===== src/rtl/uart_pkg.sv =====
// ============================================================================
// Module  : uart_pkg
// Brief   : Shared types, constants and the parity helper for the UART TX path.
//           The PARITY state exists only when UART_TX_PARITY_EN is defined.
// Revision: 1.0 - initial release
// ============================================================================
`default_nettype none

package uart_pkg;

  localparam int   DATA_BITS = 8;
  localparam logic LINE_IDLE = 1'b1;

  typedef enum logic [2:0] {
    S_IDLE  = 3'd0,
    S_START = 3'd1,
    S_DATA  = 3'd2,
    S_STOP  = 3'd3
`ifdef UART_TX_PARITY_EN
    , S_PARITY = 3'd4
`endif
  } tx_state_t;

  function automatic logic parity8(input logic [7:0] data, input logic odd);
    return (^data) ^ odd;
  endfunction

endpackage

`default_nettype wire


===== src/rtl/uart_sync_fifo.sv =====
// ============================================================================
// Module  : uart_sync_fifo
// Brief   : Single-clock FIFO with occupancy count; push and pop may coincide.
// Revision: 1.0 - initial release
// ============================================================================
`default_nettype none

module uart_sync_fifo #(
  parameter int WIDTH      = 8,
  parameter int DEPTH_LOG2 = 3
) (
  input  logic                  i_clk,
  input  logic                  i_rst,
  input  logic                  i_push,
  input  logic [WIDTH-1:0]      i_data,
  input  logic                  i_pop,
  output logic [WIDTH-1:0]      o_data,
  output logic                  o_full,
  output logic                  o_empty,
  output logic [DEPTH_LOG2:0]   o_count
);

  localparam int DEPTH = 2 ** DEPTH_LOG2;
  localparam logic [DEPTH_LOG2-1:0] c_PTR_ONE = DEPTH_LOG2'(1);
  localparam logic [DEPTH_LOG2:0]   c_CNT_ONE = (DEPTH_LOG2 + 1)'(1);

  logic [WIDTH-1:0]      mem_q [DEPTH];
  logic [DEPTH_LOG2-1:0] wr_ptr_q;
  logic [DEPTH_LOG2-1:0] rd_ptr_q;
  logic [DEPTH_LOG2:0]   count_q;
  logic                  w_push;
  logic                  w_pop;

  // The count can only reach DEPTH, so its top bit alone means full.
  assign o_full  = count_q[DEPTH_LOG2];
  assign o_empty = (count_q == '0);
  assign o_count = count_q;
  assign o_data  = mem_q[rd_ptr_q];
  assign w_push  = i_push && !o_full;
  assign w_pop   = i_pop && !o_empty;

  always_ff @(posedge i_clk) begin
    if (i_rst) begin
      wr_ptr_q <= '0;
      rd_ptr_q <= '0;
      count_q  <= '0;
    end else begin
      if (w_push) wr_ptr_q <= wr_ptr_q + c_PTR_ONE;
      if (w_pop)  rd_ptr_q <= rd_ptr_q + c_PTR_ONE;
      case ({w_push, w_pop})
        2'b10:   count_q <= count_q + c_CNT_ONE;
        2'b01:   count_q <= count_q - c_CNT_ONE;
        default: count_q <= count_q;
      endcase
    end
  end

  always_ff @(posedge i_clk) begin
    if (w_push) mem_q[wr_ptr_q] <= i_data;
  end

endmodule

`default_nettype wire


===== src/rtl/uart_tx_fifo.sv =====
// ============================================================================
// Module  : uart_tx_fifo
// Brief   : FIFO-buffered 8N1/8N2 UART transmitter, back-to-back frames.
//           Define UART_TX_PARITY_EN to insert a parity bit after the data.
// Revision: 1.0 - initial release
// ============================================================================
`default_nettype none

module uart_tx_fifo #(
  parameter int TICKS_PER_BIT      = 4,
  parameter int TICKS_PER_BIT_SIZE = 3,
  parameter int FIFO_DEPTH_LOG2    = 3,
  parameter int STOP_BITS          = 1,
  parameter int PARITY_ODD         = 0
) (
  input  logic                     i_clk,
  input  logic                     i_rst,
  input  logic                     i_wr_valid,
  input  logic [7:0]               i_wr_data,
  output logic                     o_wr_ready,
  output logic [FIFO_DEPTH_LOG2:0] o_fifo_count,
  output logic                     o_dout,
  output logic                     o_busy,
  output logic                     o_done
);

  import uart_pkg::*;

  localparam logic [FIFO_DEPTH_LOG2:0] c_DEPTH = {1'b1, {FIFO_DEPTH_LOG2{1'b0}}};
  localparam logic [TICKS_PER_BIT_SIZE-1:0] c_TICK_LAST = TICKS_PER_BIT_SIZE'(TICKS_PER_BIT - 1);
  localparam logic [TICKS_PER_BIT_SIZE-1:0] c_TICK_ONE  = TICKS_PER_BIT_SIZE'(1);
  localparam logic [2:0] c_DATA_LAST = 3'(DATA_BITS - 1);
  localparam logic [2:0] c_STOP_LAST = 3'(STOP_BITS - 1);

  tx_state_t                     state_q;
  logic [TICKS_PER_BIT_SIZE-1:0] tick_q;
  logic [2:0]                    bit_idx_q;
  logic [7:0]                    data_q;
  logic                          dout_q;
  logic                          busy_q;
  logic                          done_q;

  logic       w_empty;
  logic       w_unused_full;
  logic [7:0] w_head;
  logic       w_tick_last;
  logic       w_frame_end;
  logic       w_pop;

  assign o_wr_ready  = (o_fifo_count < c_DEPTH);
  assign o_dout      = dout_q;
  assign o_busy      = busy_q;
  assign o_done      = done_q;
  assign w_tick_last = (tick_q == c_TICK_LAST);
  assign w_frame_end = (state_q == S_STOP) && w_tick_last && (bit_idx_q == c_STOP_LAST);
  assign w_pop       = !w_empty && ((state_q == S_IDLE) || w_frame_end);

`ifndef UART_TX_PARITY_EN
  logic w_unused_parity_cfg;
  assign w_unused_parity_cfg = 1'(PARITY_ODD);
`endif

  uart_sync_fifo #(
    .WIDTH      (8),
    .DEPTH_LOG2 (FIFO_DEPTH_LOG2)
  ) u_fifo (
    .i_clk   (i_clk),
    .i_rst   (i_rst),
    .i_push  (i_wr_valid && o_wr_ready),
    .i_data  (i_wr_data),
    .i_pop   (w_pop),
    .o_data  (w_head),
    .o_full  (w_unused_full),
    .o_empty (w_empty),
    .o_count (o_fifo_count)
  );

  always_ff @(posedge i_clk) begin
    if (i_rst) begin
      state_q   <= S_IDLE;
      tick_q    <= '0;
      bit_idx_q <= '0;
      data_q    <= '0;
      dout_q    <= LINE_IDLE;
      busy_q    <= 1'b0;
      done_q    <= 1'b0;
    end else begin
      done_q <= 1'b0;
      if (state_q == S_IDLE || w_tick_last) tick_q <= '0;
      else                                  tick_q <= tick_q + c_TICK_ONE;

      case (state_q)
        S_IDLE: begin
          if (!w_empty) begin
            data_q  <= w_head;
            dout_q  <= 1'b0;
            busy_q  <= 1'b1;
            state_q <= S_START;
          end
        end
        S_START: begin
          if (w_tick_last) begin
            bit_idx_q <= '0;
            dout_q    <= data_q[0];
            state_q   <= S_DATA;
          end
        end
        S_DATA: begin
          if (w_tick_last) begin
            if (bit_idx_q == c_DATA_LAST) begin
              bit_idx_q <= '0;
`ifdef UART_TX_PARITY_EN
              dout_q    <= parity8(data_q, PARITY_ODD != 0);
              state_q   <= S_PARITY;
`else
              dout_q    <= LINE_IDLE;
              state_q   <= S_STOP;
`endif
            end else begin
              bit_idx_q <= bit_idx_q + 3'd1;
              dout_q    <= data_q[bit_idx_q + 3'd1];
            end
          end
        end
`ifdef UART_TX_PARITY_EN
        S_PARITY: begin
          if (w_tick_last) begin
            bit_idx_q <= '0;
            dout_q    <= LINE_IDLE;
            state_q   <= S_STOP;
          end
        end
`endif
        S_STOP: begin
          if (w_tick_last) begin
            if (bit_idx_q == c_STOP_LAST) begin
              done_q    <= 1'b1;
              bit_idx_q <= '0;
              // A queued byte starts its start bit with no idle gap.
              if (!w_empty) begin
                data_q  <= w_head;
                dout_q  <= 1'b0;
                state_q <= S_START;
              end else begin
                dout_q  <= LINE_IDLE;
                busy_q  <= 1'b0;
                state_q <= S_IDLE;
              end
            end else begin
              bit_idx_q <= bit_idx_q + 3'd1;
            end
          end
        end
        default: begin
          dout_q  <= LINE_IDLE;
          busy_q  <= 1'b0;
          state_q <= S_IDLE;
        end
      endcase
    end
  end

endmodule

`default_nettype wire

===== config.mk =====
export PLATFORM = sky130hd
export DESIGN_NAME = uart_tx_fifo
export DESIGN_NICKNAME = d
export VERILOG_FILES = /design/src/rtl/uart_pkg.sv /design/src/rtl/uart_sync_fifo.sv /design/src/rtl/uart_tx_fifo.sv
export SDC_FILE = /design/constraint.sdc
export NUM_CORES = 1
export LEC_CHECK = 0
export ABC_AREA = 1
export BUFFER_PORTS_ARGS = -buffer_cell sky130_fd_sc_hd__buf_2
export CAP_MARGIN = 20
export CORE_AREA = 2 2 104 81
export DETAILED_ROUTE_END_ITERATION = 8
export DIE_AREA = 0 0 106 83
export PLACE_DENSITY = 0.81
export SETUP_SLACK_MARGIN = 0.5
export SLEW_MARGIN = 0
export SYNTH_ARGS = -nofsm -noshare
export SYNTH_HDL_FRONTEND = slang
export SYNTH_SLANG_ARGS = --single-unit

===== constraint.sdc =====
create_clock -name i_clk -period 2.65 [get_ports i_clk]
set_input_delay 0.3975 -clock i_clk [delete_from_list [all_inputs] [get_ports i_clk]]
set_output_delay 0.3975 -clock i_clk [all_outputs]
set_load 0.05 [all_outputs]

After elaboration in Yosys (flattened, before gate mapping)
Memories as Yosys holds them, arrays and structs flattened. A register that Yosys moved wholly into a read port is not among the register bits.
Cells that the tools add are included.
W data, S select, Z words.
{"block": "word_totals", "ramBits": 64, "ff_bits": 30, "n_memories": 1, "romBits": 0, "word_cells": 99, "latchBits": 0}
{"block": "op_classes", "magnitude_cmp": 2, "div_mod_pow": 0, "muxes": 39, "eq_ne": 14, "add_sub_neg": 6, "mul": 0, "shift": 0, "bitwise": 3, "reduce_logical": 24}
{"memory": "u_fifo.mem_q", "words": 8, "width": 8, "rd": 1, "rd_ports_with_merged_regs": 1, "write_ports": 1, "line": "uart_sync_fifo.sv:27", "source": "logic [WIDTH-1:0] mem_q [DEPTH];"}
{"op": "$mux W3", "n": 13}
{"op": "$mux W8", "n": 3}
{"op": "$mux W1", "n": 16}
{"op": "$pmux W8 S2", "n": 1}
{"op": "$add A3 B1 Y3 const B", "n": 4}
{"op": "$pmux W3 S4", "n": 1}
{"op": "$ne A2 B2 Y1 const B", "n": 5}
{"op": "$reduce_and A5 Y1", "n": 2}
{"op": "$eq A3 B2 Y1 const B", "n": 3}
{"op": "$pmux W3 S3", "n": 1}
{"op": "$pmux W4 S2", "n": 1}
{"op": "$logic_and A1 B1 Y1", "n": 6}
{"op": "$logic_not A3 Y1", "n": 2}
{"op": "$reduce_and A6 Y1", "n": 1}
{"op": "$add A4 B1 Y4 const B", "n": 1}
{"op": "$logic_not A4 Y1", "n": 1}
{"op": "$lt A3 B4 Y1 const B", "n": 1}
{"op": "$lt A4 B4 Y1 const B", "n": 1}
{"op": "$ne A2 B1 Y1 const B", "n": 2}
{"op": "$pmux W1 S4", "n": 1}
{"op": "$reduce_and A4 Y1", "n": 1}
{"op": "$reduce_bool A2 Y1", "n": 2}
{"op": "$reduce_or A2 Y1", "n": 2}
{"op": "$sub A4 B1 Y4 const B", "n": 1}
{"op": "other kinds (12)", "n": 16}

Depth between registers and ports, before layout
Gate-level depths: netlist (run 1).
{"block": "logic_depth", "word_depth": 8, "mapped_depth": 18}

By module
From an unflattened synthesis (run 1), not the netlist that was laid out.
{"block": "hier_totals", "cells_unflattened": 421, "hier_area_um2": 4170.2}
{"module": "uart_sync_fifo", "cells_per_inst": 276, "instances": 1, "seq_area_each_um2": 2182.1, "area_each_um2": 3184.3}
{"module": "uart_tx_fifo", "cells_per_inst": 145, "instances": 1, "seq_area_each_um2": 380.4, "area_each_um2": 985.9}

Worst setup path after synthesis (run 1)
Ideal clock, no wire load.
{"block": "synth_timing", "path_kind": "reg-to-reg", "start": "reg u_fifo.count_q[2], in the netlist u_fifo.o_count[2]", "end": "reg u_fifo.count_q[2], in the netlist u_fifo.o_count[2]", "arrival_time_ps": 1979, "setup_ps": 120, "path_slack_ps": 550, "period_less_slack_ps": 2100, "t_required_ps": 2530, "stages_incl_launch_ff": 13, "path_cell_list": "dfxtp_1 > nor2_4 > nand2_2 > nand2_1 > inv_2 > ha_1 > inv_1 > nand2_1 > nand2_1 > ha_1 > a21oi_1 > xor2_1 > a21oi_1"}
{"block": "synth_between", "elab_chain_len": 6, "word_cells_on_any_way": 13, "classes_between": "2 x add/sub; 1 x order compare; 2 x eq/ne; 1 x mux; 7 x reduce/logical"}
{"element": "from (decl)", "line": "uart_sync_fifo.sv:30", "source": "logic [DEPTH_LOG2:0] count_q;"}
{"element": "from (signal assigned)", "line": "uart_sync_fifo.sv:51", "source": "2'b10: count_q <= count_q + c_CNT_ONE;"}
{"element": "from (signal assigned)", "line": "uart_sync_fifo.sv:52", "source": "2'b01: count_q <= count_q - c_CNT_ONE;"}
{"element": "from (signal assigned)", "line": "uart_sync_fifo.sv:53", "source": "default: count_q <= count_q;"}
{"element": "parallel branches: the longest is 6 deep, another holds $lt A4 B4 Y1"}
Parallel ways; which one is timed is not known.
A chain may end at the register's enable or synchronous reset.

Worst setup path in the final report (run 1)
{"block": "layout_timing", "start": "reg bit_idx_q[0]", "end": "reg u_fifo.count_q[2], in the netlist u_fifo.o_count[2]"}
{"block": "layout_between", "elab_chain_len": 7, "word_cells_on_any_way": 9, "classes_between": "2 x eq/ne; 1 x mux; 6 x reduce/logical"}
{"element": "from (decl)", "line": "uart_tx_fifo.sv:37", "source": "logic [2:0] bit_idx_q;"}
{"element": "from (signal assigned)", "line": "uart_tx_fifo.sv:120", "source": "bit_idx_q <= bit_idx_q + 3'd1;"}
{"element": "from (signal assigned)", "line": "uart_tx_fifo.sv:150", "source": "bit_idx_q <= bit_idx_q + 3'd1;"}
{"element": "$logic_not A3 Y1 (*)", "line": "uart_tx_fifo.sv:55", "source": "assign w_frame_end = (state_q == S_STOP) && w_tick_last && (bit_idx_q == c_STOP_LAST);"}
{"element": "$logic_and A1 B1 Y1 (*)", "line": "uart_tx_fifo.sv:55"}
{"element": "$logic_or A1 B1 Y1 (*)", "line": "uart_tx_fifo.sv:56", "source": "assign w_pop = !w_empty && ((state_q == S_IDLE) || w_frame_end);"}
{"element": "$logic_and A1 B1 Y1 (*)", "line": "uart_tx_fifo.sv:56"}
{"element": "$logic_and A1 B1 Y1 (*)", "line": "uart_sync_fifo.sv:40", "source": "assign w_pop = i_pop && !o_empty;"}
{"element": "$eq A2 B1 Y1 / $eq A2 B2 Y1 (equally long branches)", "line": "uart_sync_fifo.sv:50", "source": "case ({w_push, w_pop})"}
{"element": "$pmux W4 S2 / $reduce_bool A2 Y1 (equally long branches)"}
Every way passes the cells marked *; elsewhere a longest branch is shown, timed or not.

==> flow_summary.yaml, run 1 <==
placement:
  placed_cell_area_sq_mm: 0.00439
  io_buffer_count: 18
  gp_congestion: 0.892
  detailed_place_hpwl_mm: 5.79
flow_run:
  drv_cap: 0
worst_setup_path:
  worstSetupPathType: "reg2reg"
  cp.arrival_ps: 2280
  rr_worst_depth: 16
  crit_fanout: 6
  worstSetupEndpointType: "flip-flop"
  startpoint_type: "flip-flop"
  critPathRequiredTime_ps: 2900
floorplanning:
  row_count: 28
  fp.dieW_um: 106
  dieArea_sq_mm: 0.00880
  die_h_um: 83
  placeableCoreArea_sq_mm: 0.00774
  start_util: 0.542
  ios: 19
cts:
  clock-root-buffer: "clkbuf_8"
  clock_latency_ps: 360
  htree_levels: 3
  cts_tree: "done"
  clock_sinks: 96
  cts_max_path_buffers: 2
  cts.clk_slew.worst_paths_ps: 90
  cts_buffers: 9
sta:
  setup_viol: 0
  fin_crit_ps: 2030
  grt_setup_unrepaired: "false"
  finalClockSkew_ps: 6.08
  finalHoldViolCount: 0
  min_period_over_period: 0.765
  slew_viol_final: 0
  max_freq_mhz: 494
  fin_setup_tns_ps: 0
  slew_headroom: 0.579
  worst_pin_slew_ps: 631
run_status:
  status: "complete, no violations"
yosys:
  yosysWarnings: 0
  synth_nets: 443
  ys_types: 26
  synthTopCellsByArea: "edfxtp_1 (46%), dfxtp_1 (15%), nor2_1 (7.5%)"
  synth_area_leader_cell: "edfxtp_1"
  synthXorXnorAreaFrac: 0.00627
  synthMuxAreaShare: 0
  synth-seq-area-share: 0.611
  synth_edf_count: 64
  syn_area_sq_mm: 0.00419
  synth_commonest_cells: "nor2_1 (84), edfxtp_1 (64), nand2_1 (49)"
  synth_fa_ha_area_frac: 0.0418
  postSynthCellCount: 418
  synth_top_family_by_area: "simple AND/OR/NAND/NOR gates"
  yosysTopAreaCellShare: 0.458
  yosysMostFrequentCell: "nor2_1"
  synthSimpleGateAreaFrac: 0.181
  ys_seq_elements: 96
  async_flop_share: 0
  synth_compound_area_frac: 0.103
  ys.flop_type: "edfxtp_1"
  syn_avg_cell_area_sq_um: 10.0
global_route:
  grt_util_met3: 0.0432
  grt_pass1_vias: 2959
  busiest_layer: "met2"
  use_met1: 0.270
  grt_util_all_layers: 0.206
  grt_max_degree: 33
  grt_use_met2: 0.339
  grt_pass1_wl_mm: 14.2
  antenna_found_initial: 0
  grt.overflow.total: 0
final_layout:
  multi_input_area_sq_mm: 0.00143
  antenna_cells: 0
  design_area_sq_mm: 0.00470
  nNetsFinal: 474
  fin_util: 0.607
  drive_gt1_frac: 0.183
  regArea_sq_mm: 0.00257
  fillers: 617
  area_delta_synth_final_pct: 12.1
drt:
  drc: 0
  avgRoutedWirePerCell_um: 15.6
  ant_nets: 0
  vias_per_cell: 5.38
  via_count: 3000
  drt_iter0_markers: 201
  drt_wl_total_mm: 8.73
  firstDrtPassIters: 4
power:
  p_per_area_mw_per_mm2: 1020
  ir_worst_vdd_mv: 0.575
  power.leakage_nw: 1.78
min_path:
  min_path_type: "in2reg"
  whs_path_depth: 1
==> registers in the layout (all words and copies together) (netlist names), named ones only <==
signal / count
u_fifo.rd_ptr_q: 3
state_q: 2
bit_idx_q: 3
o_done: 1
u_fifo.mem_q: 64
o_busy: 1
u_fifo.o_count: 4
tick_q: 3
data_q: 8
u_fifo.wr_ptr_q: 3
o_dout: 1
==> per-layer routing <==
| layer | up-vias | routed length (um) |
|---|---|---|
| met1 | 1430 | 3830 |
| met5 | - | 0 |
| met3 | 12 | 517 |
| li1 | 1474 | - |
| met2 | 84 | 4250 |
| met4 | 0 | 131 |
==> worst max-delay path: stages (launching register included) <==
cell	delay [ps]
dfxtp_4	370
inv_4	80
ha_1	140
inv_1	50
nor2_1	70
nand3_1	100
nand2_1	100
nand2_2	70
inv_4	90
ha_4	160
inv_1	40
nand2_1	50
nand2_1	80
ha_2	180
a21oi_2	130
xor2_1	160
a21oi_1	70
==> power breakdown <==
part / switching (mW) / internal [mW] / total [mW] / leakage [nW]
Combinational: 1.17 / 0.619 / 1.79 / 0.835
Sequential: 0.209 / 1.81 / 2.02 / 0.845
Clock: 0.480 / 0.523 / 1.00 / 0.103
==> area by class of cell <==
type / count / share of cell area
Sequential cell: 96 / 0.546
Tap cell: 105 / 0.0280
Clock inverter: 6 / 0.0181
Multi-Input combinational cell: 273 / 0.305
Timing Repair Buffer: 34 / 0.0447
Inverter: 35 / 0.0317
Clock buffer: 9 / 0.0264
==> through the flow <==
stage | std cells | worst slack, ps | hold WS [ps] | power [mW]
CTS | 552 | 538 | 295 | 4.73
global placement | 537 | 452 | 406 | 3.66
detailed placement | 537 | 287 | 419 | 3.72
global route | 558 | 485 | 307 | 5.11
floorplan | 418 | 550 | 399 | 3.39
finish | 558 | 624 | 315 | 4.81
==> cells in the final DEF, fill, tap and decap left out, types with 2 or more instances in the layout <==
cell type,instances
a21oi_2,9
xor2_1,3
nand2_1,48
dfxtp_1,30
nor2_1,83
inv_2,3
buf_4,16
ha_1,9
bufinv_16,2
inv_4,2
nand2_2,10
o21ai_0,16
o211ai_1,8
nor2_2,2
ha_4,2
a31oi_1,2
o21ai_1,26
inv_1,29
a21oi_1,15
nand3_1,33
buf_2,18
edfxtp_1,64
clkbuf_8,9
ha_2,3
==> worst paths after layout <==
path / to / slack [ps] / start
min: u_fifo.mem_q[2][7]$_DFFE_PP_ / 320 / i_wr_data[7]
min reg2reg: tick_q[0]$_SDFF_PP0_ / 430 / tick_q[0]$_SDFF_PP0_
max: u_fifo.o_count[2]$_SDFFE_PP0P_ / 620 / bit_idx_q[0]$_SDFFE_PP0P_
max reg2reg: u_fifo.o_count[2]$_SDFFE_PP0P_ / 620 / bit_idx_q[0]$_SDFFE_PP0P_
==> what timing repair did <==
item                       4_1_cts  5_1_grt
setup endpoints to repair        3        3
pin swaps                        0        2
buffers inserted                 0        6
gates resized for setup          6       11
hold buffers                     0        0
==> cell families after synthesis <==
kind of cell | after synthesis
simple gates | 180
flops | 96
compound gates | 76
buf+inv | 49
fa+ha+maj | 14
xor+xnor | 3
Note: power is estimated with default switching activity, not from simulation.
==> run 2: changes to the inputs <==
--- a/config.mk
+++ b/config.mk
@@ -11,7 +11,7 @@
 export CORE_AREA = 2 2 104 81
 export DETAILED_ROUTE_END_ITERATION = 8
 export DIE_AREA = 0 0 106 83
-export PLACE_DENSITY = 0.81
+export PLACE_DENSITY = 0.84
 export SETUP_SLACK_MARGIN = 0.5
 export SLEW_MARGIN = 0
 export SYNTH_ARGS = -nofsm -noshare
==> constraint.sdc (replaced) <==
create_clock -name i_clk -period 1.8 [get_ports i_clk]
set_input_delay 0.27 -clock i_clk [delete_from_list [all_inputs] [get_ports i_clk]]
set_output_delay 0.27 -clock i_clk [all_outputs]
set_load 0.05 [all_outputs]
==> run 2 against run 1 <==
Effect of this change: the run now ends with negative setup slack left; cell count rose by 4.3%; clock power rose by 44%; sequential share of layout area fell by 7.4 points; non-clock buffer count rose by 23; sequential cell count did not move; sequential power rose by 49%; critical path type unchanged; highest routed layer unchanged.
==> flow_summary.yaml, run 2 (same netlist as run 1, synthesis figures left out) <==
run_status:
  status: "finished, violations left"
  violations: "negative setup slack"
final_layout:
  regMostFlops: "u_fifo.mem_q"
  fin_cells: 582
  largest_reg_flops: 64
  fillers: 481
  layout_common_cells: "nor2_1 (66), edfxtp_1 (64), nand2_1 (37)"
  antenna_cells: 0
  area_delta_synth_final_pct: 30.4
  final_common_cell: "nor2_1"
  drive_gt1_frac: 0.361
  nNetsFinal: 497
  fin_util: 0.706
placement:
  detailed_place_hpwl_mm: 6.42
  io_buffer_count: 18
  gp_congestion: 0.841
  dp_cells: 542
  preCtsSetupSlack_ps: -196
worst_setup_path:
  crit_family: "simple AND/OR/NAND/NOR gates"
  crit_fanout: 5
  worstSetupPathType: "reg2reg"
  cp_slowest_stage_delay_ps: 370
  startpoint_type: "flip-flop"
  cp_slowest_cell: "dfxtp_4"
  cp.arrival_ps: 2240
  path_buf_inv: 4
  critPathRequiredTime_ps: 2070
  worstPathCellList: "inv_4 > ha_4 > inv_2 > nor2_2 > nand3_2 > nand2_1 > nand2_2 > inv_2 > ha_4 > inv_2 > nand2_2 > nand2_2 > ha_4 > a21oi_2 > xor2_1 > a21oi_1"
  worstSetupEndpointType: "flip-flop"
sta:
  finalHoldViolCount: 0
  slew_headroom: 0.648
  min_period_over_period: 1.10
  grt_setup_unrepaired: "true"
  setup_ws_ps: -178
  fin_crit_ps: 1980
  worst_pin_slew_ps: 527
  fin_setup_tns_ps: -437
  slew_viol_final: 0
  finalClockSkew_ps: 11.6
  max_freq_mhz: 505
  setup_viol: 3
floorplanning:
  die_h_um: 83
  start_util: 0.542
  dieArea_sq_mm: 0.00880
  fp.dieW_um: 106
  row_count: 28
  ios: 19
  placeableCoreArea_sq_mm: 0.00774
drt:
  via_count: 3419
  ant_nets: 0
  avgRoutedWirePerCell_um: 20.0
  drt_wl_total_mm: 11.6
  drc: 0
  vias_per_cell: 5.87
  firstDrtPassIters: 7
  drt_iter0_markers: 246
power:
  power.leakage_nw: 2.03
  power_frac_clock: 0.176
  sw_frac_of_total: 0.421
  seq_power_share: 0.369
  switching_power_mw: 3.44
  ir_worst_vdd_mv: 0.765
  internal-power_mw: 4.73
  p_per_area_mw_per_mm2: 1490
  combPwrFrac: 0.455
global_route:
  grt.overflow.total: 0
  grt_max_degree: 33
  grt_pass1_vias: 3376
  grt_util_all_layers: 0.263
  grt_pass1_wl_mm: 17.5
  antenna_found_initial: 0
cts:
  cts_buffers: 9
  clock_sinks: 96
  clock_latency_ps: 370
  cts_max_path_buffers: 2
  clock-root-buffer: "clkbuf_8"
  cts_hold_buffers: 0
  cts.clk_slew.worst_paths_ps: 100
  htree_levels: 3
  cts_tree: "done"
flow_run:
  drv_cap: 0
min_path:
  min_path_type: "in2reg"
## run 2: cell count changes in the layout (fill, tap and decap cells not counted), moves of 9 or more
cell	before	now
nor2_4	1	13
ha_4	2	11
nand2_1	48	37
nor2_1	83	66
buf_12	0	10
buf_6	0	9
nand2_4	0	12
inv_1	29	19
## run 2: power by group through the flow
stage	combinational [mW]	clock, mW	sequential [mW]
2_1_floorplan	2.16	0	3.10
3_3_place_gp	2.76	0	3.00
6_report	3.72	1.44	3.01
4_1_cts	3.32	1.43	2.98
5_1_grt	4.01	1.53	3.04
3_5_place_dp	2.94	0	3.01
## run 2: area by class of cell
class,instances,area (sq um),share of cell area
Tap cell,105,131,0.0240
Multi-Input combinational cell,273,1820,0.332
Clock inverter,6,70.1,0.0128
Timing Repair Buffer,57,567,0.104
Sequential cell,96,2580,0.472
Inverter,35,173,0.0316
Clock buffer,10,128,0.0233
## run 2: per-layer routing
metal / global-route usage / up-vias / wire length, um
met1: 0.324 / 1645 / 4450
met3: 0.0589 / 61 / 791
met5: 0 / - / 0
li1: - / 1527 / -
met4: 0.100 / 0 / 537
met2: 0.453 / 186 / 5830
## run 2: what timing repair did
item                                    in CTS  in global routing
resized for setup                           46                 34
pin swaps                                   25                 16
endpoints found under the setup margin      94                 96
setup buffers                               20                  4
cloned                                       0                  0
## run 2: path summary, 6_finish.rpt
path	start	to	slack [ps]	cells past startpoint
setup reg to reg	bit_idx_q[0]$_SDFFE_PP0P_	u_fifo.o_count[2]$_SDFFE_PP0P_	-180	16
hold reg to reg	tick_q[0]$_SDFF_PP0_	tick_q[0]$_SDFF_PP0_	440	1
setup / recovery	bit_idx_q[0]$_SDFFE_PP0P_	u_fifo.o_count[2]$_SDFFE_PP0P_	-180	16
hold / removal	i_wr_data[5]	u_fifo.mem_q[7][5]$_DFFE_PP_	170	1
## run 2: worst reg2reg max path: stages, from the launching register on
cell and delay [ps]:
dfxtp_4 370, inv_4 60, ha_4 110, inv_2 40, nor2_2 80, nand3_2 110, nand2_1 110, nand2_2 70
inv_2 80, ha_4 160, inv_2 40, nand2_2 50, nand2_2 70, ha_4 160, a21oi_2 100, xor2_1 160
a21oi_1 90
## run 2: metrics by stage
stage | power [mW] | cell area, sq um | hold WS (ps)
after floorplan | 5.26 | 4430 | 369
after global placement | 5.75 | 4680 | 413
after detailed placement | 5.95 | 4680 | 427
after CTS | 7.74 | 5290 | 164
after global routing | 8.58 | 5470 | 163
final | 8.17 | 5470 | 167
==> run 3: changes to the inputs <==
--- a/config.mk
+++ b/config.mk
@@ -11,8 +11,7 @@
 export CORE_AREA = 2 2 104 81
 export DETAILED_ROUTE_END_ITERATION = 8
 export DIE_AREA = 0 0 106 83
-export PLACE_DENSITY = 0.84
-export SETUP_SLACK_MARGIN = 0.5
+export PLACE_DENSITY = 0.81
 export SLEW_MARGIN = 0
 export SYNTH_ARGS = -nofsm -noshare
 export SYNTH_HDL_FRONTEND = slang
==> constraint.sdc (replaced) <==
create_clock -name i_clk -period 2.32 [get_ports i_clk]
set_input_delay 0.348 -clock i_clk [delete_from_list [all_inputs] [get_ports i_clk]]
set_output_delay 0.348 -clock i_clk [all_outputs]
set_load 0.05 [all_outputs]
==> run 3 against run 2 <==
Effect of this change: non-clock buffer count decreased by 24; critical endpoint unchanged; sequential power fell by 24%; die area unchanged; the flow now finishes without violations; largest power group is now sequential cells.
==> flow_summary.yaml, run 3 (same netlist as run 1, synthesis figures left out) <==
drt:
  firstDrtPassIters: 5
  via_count: 3070
  drt_wl_total_mm: 8.74
  vias_per_cell: 5.50
  ant_nets: 0
  avgRoutedWirePerCell_um: 15.7
  drc: 0
  drt_iter0_markers: 251
cts:
  cts_buffers: 9
  htree_levels: 3
  cts.clk_slew.worst_paths_ps: 90
  cts_tree: "done"
  cts_max_path_buffers: 2
  clock_latency_ps: 360
  clock-root-buffer: "clkbuf_8"
  post-cts-setup-buffers: 0
  clock_sinks: 96
sta:
  fin_setup_tns_ps: 0
  finalClockSkew_ps: 8.96
  finalHoldViolCount: 0
  min_period_over_period: 0.899
  fin_crit_ps: 2090
  slew_viol_final: 0
  worst_pin_slew_ps: 539
  grt_setup_unrepaired: "false"
  max_freq_mhz: 479
  setup_viol: 0
  slew_headroom: 0.640
min_path:
  min-delay-start: "i_wr_data[1]"
  min_path_type: "in2reg"
  whs_path_depth: 1
  hold_end: "u_fifo.mem_q[1][1]$_DFFE_PP_"
global_route:
  grt_pass1_wl_mm: 14.7
  grt_max_degree: 33
  grt.overflow.total: 0
  grt_util_all_layers: 0.215
  use_met1: 0.293
  antenna_found_initial: 0
  grt_use_met2: 0.337
  grt_pass1_vias: 2961
  grt_util_met3: 0.0542
  busiest_layer: "met2"
power:
  switching_power_mw: 2.14
  sw_frac_of_total: 0.390
  combPwrFrac: 0.373
  power.leakage_nw: 1.79
  internal-power_mw: 3.35
  seq_power_share: 0.417
  power_frac_clock: 0.210
  ir_worst_vdd_mv: 0.859
  p_per_area_mw_per_mm2: 1170
placement:
  dp_cells: 542
  io_buffer_count: 18
  detailed_place_hpwl_mm: 5.75
  placed_cell_area_sq_mm: 0.00443
  gp_congestion: 0.953
floorplanning:
  fp.dieW_um: 106
  row_count: 28
  start_util: 0.542
  dieArea_sq_mm: 0.00880
  ios: 19
  placeableCoreArea_sq_mm: 0.00774
  die_h_um: 83
worst_setup_path:
  reg2reg_slack_ps: 230
  worstSetupPathType: "reg2reg"
  cp_slowest_cell: "dfxtp_1"
  cp_slowest_stage_delay_ps: 340
  startpoint_type: "flip-flop"
  r2r_start: "tick_q[0]$_SDFF_PP0_"
  r2r_end: "u_fifo.o_count[2]$_SDFFE_PP0P_"
  cp.arrival_ps: 2350
  rr_worst_depth: 14
  critPathRequiredTime_ps: 2580
  crit_fanout: 8
  cp_common_cell: "nand2_1"
  crit_path_start: "tick_q[0]$_SDFF_PP0_"
  worstSetupEndpointType: "flip-flop"
  worstPathCellList: "ha_1 > ha_4 > nand3_1 > nand2_1 > nand2_1 > inv_4 > ha_4 > inv_1 > nand2_1 > nand2_1 > ha_1 > a21oi_2 > xor2_1 > a21oi_1"
final_layout:
  design_area_sq_mm: 0.00468
  regMostFlops: "u_fifo.mem_q"
  drive_gt1_frac: 0.168
  layout_common_cells: "nor2_1 (84), edfxtp_1 (64), nand2_1 (49)"
  final_common_cell: "nor2_1"
  largest_reg_flops: 64
  antenna_cells: 0
  area_delta_synth_final_pct: 11.6
  fillers: 630
  nNetsFinal: 473
  fin_cells: 558
flow_run:
  drv_cap: 0
run_status:
  status: "complete, no violations"
[run 3: cell types whose count changed in the layout (fill, tap and decap cells not counted), sizes merged]
cell      delta
clkinv       -5
clkbuf       +2
inv          +4
buf         -24
clkinvlp     -1
[run 3: repair_timing]
item,in CTS,in global routing
gates resized for setup,0,7
hold endpoints to repair,0,0
endpoints found under the setup margin,0,3
hold buffers,0,0
[run 3: worst max-delay path, delay by kind of cell (launching register included)]
| kind | cells | cell delay [ps] |
|---|---|---|
| adders and majority gates | 4 | 740 |
| and+or+nand+nor | 5 | 410 |
| DFF | 1 | 340 |
| AOI/OAI and AO/OA | 2 | 190 |
| buffers and inverters | 2 | 160 |
| xor gates and xnor gates | 1 | 160 |
[run 3: final cells by class]
| class | instances | area [sq um] | share of cell area |
|---|---|---|---|
| multi-input combinational | 273 | 1420 | 0.303 |
| clock buffer | 12 | 166 | 0.0356 |
| sequential | 96 | 2560 | 0.548 |
| timing repair buffer | 33 | 203 | 0.0433 |
| clock inverter | 4 | 50.0 | 0.0107 |
| tap | 105 | 131 | 0.0281 |
| inverter | 35 | 146 | 0.0313 |
[run 3: routing by layer]
metal,share of wire,vias to the layer above
met4,0.024,0
met1,0.44,1427
li1,-,1475
met3,0.073,25
met5,0,-
met2,0.46,143
[run 3: power groups by stage]
stage / combinational [mW] / sequential, mW / clock [mW]
after floorplan: 1.51 / 2.36 / 0
after global placement: 1.91 / 2.30 / 0
after detailed placement: 1.99 / 2.31 / 0
after CTS: 2.01 / 2.28 / 1.16
after global routing: 2.29 / 2.32 / 1.24
final: 2.05 / 2.29 / 1.15
[run 3: worst max-delay path by stage]
stage / endpoint / slack, ps / cells past startpoint
floorplan: u_fifo.o_count[2]$_SDFFE_PP0P_ / 220 / 12
global placement: u_fifo.o_count[2]$_SDFFE_PP0P_ / 190 / 14
detailed placement: u_fifo.o_count[2]$_SDFFE_PP0P_ / 70 / 14
CTS: u_fifo.o_count[2]$_SDFFE_PP0P_ / 30 / 14
global route: u_fifo.o_count[2]$_SDFFE_PP0P_ / 30 / 14
finish: u_fifo.o_count[2]$_SDFFE_PP0P_ / 230 / 14
[run 3: per-stage QoR]
| stage | hold slack (ps) | worst slack [ps] | power, mW | utilization |
|---|---|---|---|---|
| 4_1_cts | 237 | 29.0 | 5.45 | 0.600 |
| 3_3_place_gp | 406 | 190 | 4.21 | 0.572 |
| 5_1_grt | 239 | 25.5 | 5.85 | 0.605 |
| 6_report | 244 | 233 | 5.49 | 0.605 |
| 2_1_floorplan | 399 | 220 | 3.87 | - |
| 3_5_place_dp | 413 | 70.0 | 4.30 | 0.572 |
